<file path="src/rtl/fraud_result_fifo.sv">
// Output stage for fraud decisions: tags each decision with a sequence number,
// buffers it in a FWFT FIFO drained over AXI4-Stream, and keeps status counters.
module fraud_result_fifo #(
  parameter int unsigned DEPTH = 16,
  parameter int unsigned CNT_W = $clog2(DEPTH + 1)
) (
  input  logic             i_clk,
  input  logic             i_rst_n,
  input  logic [31:0]      i_data,
  input  logic             i_data_valid,
  input  logic             i_clear,
  output logic [31:0]      m_axis_tdata,
  output logic             m_axis_tvalid,
  input  logic             m_axis_tready,
  output logic             o_fifo_full,
  output logic [CNT_W-1:0] o_occupancy,
  output logic             o_overflow,
  output logic [31:0]      o_txn_count,
  output logic [31:0]      o_fraud_count
);

  localparam int unsigned AW    = (DEPTH > 1) ? $clog2(DEPTH) : 1;
  localparam int unsigned DW    = 32;
  localparam int unsigned SEQ_W = 16;
  localparam int unsigned PAD_W = DW - SEQ_W - 1;

  logic [DW-1:0]    r_mem [DEPTH];
  logic [AW-1:0]    r_wr_ptr;
  logic [AW-1:0]    r_rd_ptr;
  logic [CNT_W-1:0] r_occ;
  logic             r_full;
  logic             r_tvalid;
  logic [DW-1:0]    r_tdata;
  logic             r_overflow;
  logic [31:0]      r_txn;
  logic [31:0]      r_fraud;

  logic             w_pop;
  logic             w_push;
  logic             w_drop;
  logic [DW-1:0]    w_word;
  logic [CNT_W-1:0] w_occ_next;
  logic [DW-1:0]    w_head_next;
  logic [AW-1:0]    w_rd_ptr_inc;
  logic             w_unused_data;

  assign w_unused_data = ^i_data[31:1];

  assign w_pop        = r_tvalid & m_axis_tready;
  assign w_push       = i_data_valid & (~r_full | w_pop);
  assign w_drop       = i_data_valid & r_full & ~w_pop;
  assign w_word       = {r_txn[SEQ_W-1:0], PAD_W'(0), i_data[0]};
  assign w_rd_ptr_inc = AW'(r_rd_ptr + 1'b1);

  always_comb begin
    w_occ_next = r_occ;
    case ({w_push, w_pop})
      2'b10:   w_occ_next = CNT_W'(r_occ + 1'b1);
      2'b01:   w_occ_next = CNT_W'(r_occ - 1'b1);
      default: w_occ_next = r_occ;
    endcase
  end

  // Next head word, so tdata can be a register and still fall through in one cycle.
  always_comb begin
    w_head_next = r_tdata;
    if (w_occ_next == '0) begin
      w_head_next = '0;
    end else if (w_pop) begin
      if (r_occ == CNT_W'(1)) w_head_next = w_word;
      else                    w_head_next = r_mem[w_rd_ptr_inc];
    end else if (r_occ == '0) begin
      w_head_next = w_word;
    end
  end

  always_ff @(posedge i_clk) begin
    if (w_push) r_mem[r_wr_ptr] <= w_word;
  end

  always_ff @(posedge i_clk or negedge i_rst_n) begin
    if (!i_rst_n) begin
      r_wr_ptr <= '0;
      r_rd_ptr <= '0;
      r_occ    <= '0;
      r_full   <= 1'b0;
      r_tvalid <= 1'b0;
      r_tdata  <= '0;
    end else begin
      if (w_push) r_wr_ptr <= AW'(r_wr_ptr + 1'b1);
      if (w_pop)  r_rd_ptr <= w_rd_ptr_inc;
      r_occ    <= w_occ_next;
      r_full   <= (w_occ_next == CNT_W'(DEPTH));
      r_tvalid <= (w_occ_next != '0);
      r_tdata  <= w_head_next;
    end
  end

  // Status counters; clear wins over a coincident increment.
  always_ff @(posedge i_clk or negedge i_rst_n) begin
    if (!i_rst_n) begin
      r_txn      <= '0;
      r_fraud    <= '0;
      r_overflow <= 1'b0;
    end else if (i_clear) begin
      r_txn      <= '0;
      r_fraud    <= '0;
      r_overflow <= 1'b0;
    end else begin
      if (i_data_valid)             r_txn   <= r_txn + 32'd1;
      if (i_data_valid & i_data[0]) r_fraud <= r_fraud + 32'd1;
      if (w_drop)                   r_overflow <= 1'b1;
    end
  end

  assign m_axis_tdata  = r_tdata;
  assign m_axis_tvalid = r_tvalid;
  assign o_fifo_full   = r_full;
  assign o_occupancy   = r_occ;
  assign o_overflow    = r_overflow;
  assign o_txn_count   = r_txn;
  assign o_fraud_count = r_fraud;

endmodule

</file>
<file path="config.mk">
export PLATFORM = sky130hd
export DESIGN_NAME = fraud_result_fifo
export DESIGN_NICKNAME = d
export VERILOG_FILES = /design/src/rtl/fraud_result_fifo.sv
export SDC_FILE = /design/constraint.sdc
export NUM_CORES = 1
export LEC_CHECK = 0
export ABC_CLOCK_PERIOD_IN_PS = 3300
export BUFFER_PORTS_ARGS = -buffer_cell sky130_fd_sc_hd__buf_2
export CORE_MARGIN = 2
export CORE_UTILIZATION = 42
export DETAILED_ROUTE_END_ITERATION = 10
export PLACE_DENSITY = 0.56
export REMOVE_ABC_BUFFERS = 1
export SKIP_LAST_GASP = 1
export SYNTH_ARGS = -nofsm -noshare
export SYNTH_HDL_FRONTEND = slang
export SYNTH_SLANG_ARGS = --single-unit
export TNS_END_PERCENT = 30
</file>
<file path="constraint.sdc">
create_clock -name i_clk -period 3.3 [get_ports i_clk]
set_clock_uncertainty 0.15 [all_clocks]
set_input_delay 0.495 -clock i_clk [delete_from_list [all_inputs] [get_ports i_clk]]
set_output_delay 0.495 -clock i_clk [all_outputs]
set_load 0.1 [all_outputs]
</file>
==> summary.md <==
| Metric | Value |
|---|---|
| Unrepaired setup endpoints after global routing | no |
| Max Root-Sink Buffers | 3 |
| CTS tree | built |
| Mean Syn Cell Area | 14.7 µm² |
| Largest net degree at the start of global routing | 105 |
| Slew Limit Headroom | 38.8% |
| PD cells | 914 nW/µm² |
| Chip height | 197 µm |
| Largest cells by area after synthesis | edfxtp_1 52%, dfrtp_1 16%, mux4_2 4.9%, mux2i_1 3.6%, xor2_1 2.6% |
| Gr usage total | 19.6% |
| Setup slack, reg-to-reg | 0.60 ns |
| WHS Path Cells | 4 |
| Final hold vios | 0 |
| Share of cells above drive strength 1 | 24.3% |
| Die Span X | 197 µm |
| Antenna Nets Post-Route | 0 |
| Status | finished clean |
| Layout Nets | 1266 |
| FF-to-FF path depth | 8 |
| DRT iter0 DRCs | 543 |
| Final Non-Filler Cells | 1715 |
| Worst skew pair latency | 0.53 ns |
| Seq/Total Area, Yosys | 67.9% |
| Highest clock rate | 370 MHz |
| Commonest cells in the netlist | 272 x edfxtp_1, 97 x dfrtp_1, 94 x nor2_1 |
| Core Box Area | 36600 µm² |
| Max IR drop VDD | 833 µV |
| Fin crit share | 81.8% |
| Overflow after GRT | 0 |
| CP startpoint | r_rd_ptr[0] |
| Final setup violation count | 0 |
| Initial Utilization | 42.6% |
| Most frequent cell after synthesis | edfxtp_1 |
| Worst Setup End Kind | flip-flop |
| Vias post-DR | 9330 |
| # DRC | 0 |
| LEAKAGE | 6.92 nW |
| Setup crit end | m_axis_tdata[21] |
| Yosys cell types | 49 |
| Clock sink total | 369 |
| IO Pins | 141 |
| WS Path Type | reg -> reg |
| Final core occ | 50.3% |
| Syn Std Cell Area | 15600 µm² |
| Clk slew on worst S/H paths | 0.06 ns |
| Global-route met2 utilization | 31.5% |
| Syn. warnings | 0 |
| Setup Buffers After CTS | 0 |
| Number of diodes | 0 |
| Max-cap violations | 0 |
| Post-DP HPWL | 23.3 mm |
| H-tree levels | 2 |
| Crit path max fanout | 104 |
| Grt met1 use | 26.8% |
| Reg2reg start | r_rd_ptr[0] |
| Synthesis-to-layout area growth | 18.1% |
| First-pass GRT wire length | 57.1 mm |
| Post-CTS resize count | 0 |
| Cell Area, Placed | 17100 µm² |
| Mapped Cells | 1060 |
| R2r endpoint | m_axis_tdata[21] |
| Drt first pass iters | 5 |
| Top-area cell type share of the netlist area | 52.4% |
| GRT Max-Usage Layer | met2 |
| Port bufs | 94 |
| Pins over their slew limit | 0 |
| Site row count | 70 |
| Yosys reg bits | 369 |
| Design area | 18400 µm² |
| Die area | 38700 µm² |
| Ys async rst share | 26.3% |
| CP startpoint kind | flip-flop |
| Root buffer cell | clkbuf_16 |
| Grt met3 use | 3.88% |
| CTS buffer count | 40 |
| Vias in the first global route | 9485 |
| CP required | 3.59 ns |
| Wire length per cell | 21.9 µm |
| Crit path DAT | 2.98 ns |
| Hold_buf cts | 1 |
| Worst Tran Pin Value | 0.916 ns |
| Final Wtd Congestion | 0.775 |
| Final WL | 37.5 mm |
| Power Total | 16.8 mW |
| Synth area leader | edfxtp_1 |
| Vias per std cell | 5.44 |
| Initial antenna violation count | 1 |
| Placed cell count | 1640 |
| Tmin final | 2.70 ns |
| Hold crit path type | in -> reg |
| Top_reg_cell synth | edfxtp_1 |
| EDFF count, synth | 272 |
-- kinds of logic after synthesis --
kind of cell | after synthesis | synth area share [%]
xor+xnor | 62 | 3.48
flops | 369 | 67.9
buf+inv | 90 | 2.81
fa+ha+maj | 14 | 1.12
other cells | 1 | 0.0240
compound gates | 151 | 6.88
simple gates | 282 | 9.16
mux | 91 | 8.58
-- metal layers --
layer | vias to the layer above | part of all wire, %
met5 | - | 0.035
met3 | 67 | 4.9
met2 | 229 | 47
li1 | 4341 | -
met4 | 2 | 3.1
met1 | 4691 | 45
-- where the power goes --
| group | switching [mW] | internal (mW) | total [mW] |
|---|---|---|---|
| Sequential | 0.282 | 5.51 | 5.79 |
| Clock | 1.80 | 2.54 | 4.33 |
| Combinational | 4.42 | 2.28 | 6.69 |
-- metrics by stage --
step                hold WS, ns  setup TNS (ns)  worst slack (ns)
floorplan                0.0494          -94.20             -3.45
global placement          0.324               0             0.488
detailed placement        0.323               0             0.447
CTS                       0.232               0             0.564
global route              0.291               0             0.368
finish                    0.259               0             0.600
-- flip-flops by register name, indices dropped and copies added (netlist names) --
name           flops
m_axis_tdata      17
m_axis_tvalid      1
o_fifo_full        1
o_fraud_count     32
o_occupancy        5
o_overflow         1
o_txn_count       32
r_mem            272
r_rd_ptr           4
r_wr_ptr           4
-- critical path: stages (launching register included) --
cell and delay (ns):
dfrtp_4 0.44, buf_12 0.46, nand3_1 0.24, xor2_2 0.15
buf_4 0.33, nor2b_1 0.21, buf_4 0.22, a31oi_1 0.13
a211oi_1 0.27
-- layout by cell type (no fill, tap or decap), types with 35 or more instances in the layout --
master / count
clkbuf_16: 41
mux2i_1: 56
buf_4: 73
nor2_1: 82
xor2_1: 44
buf_2: 93
nor2b_1: 37
dfrtp_1: 96
nand2_1: 35
a31oi_1: 52
edfxtp_1: 272
-- layout make-up --
type	instances	area (µm²)
Multi-Input combinational cell	615	4720
Sequential cell	369	10600
Timing Repair Buffer	175	1180
Fill cell	3185	18200
Clock inverter	23	159
Inverter	14	52.6
Tap cell	468	586
Clock buffer	51	1110
-- worst min path at each step --
stage	endpoint	from	slack, ns
final	r_rd_ptr[0]	m_axis_tready	0.26
after global routing	r_rd_ptr[0]	m_axis_tready	0.29
after CTS	r_rd_ptr[0]	m_axis_tready	0.23
after detailed placement	o_fraud_count[10]	i_rst_n	0.32
after global placement	o_fraud_count[10]	i_rst_n	0.32
after floorplan	m_axis_tdata[0]	i_rst_n	0.05
Power figures use the tool's default switching activity.
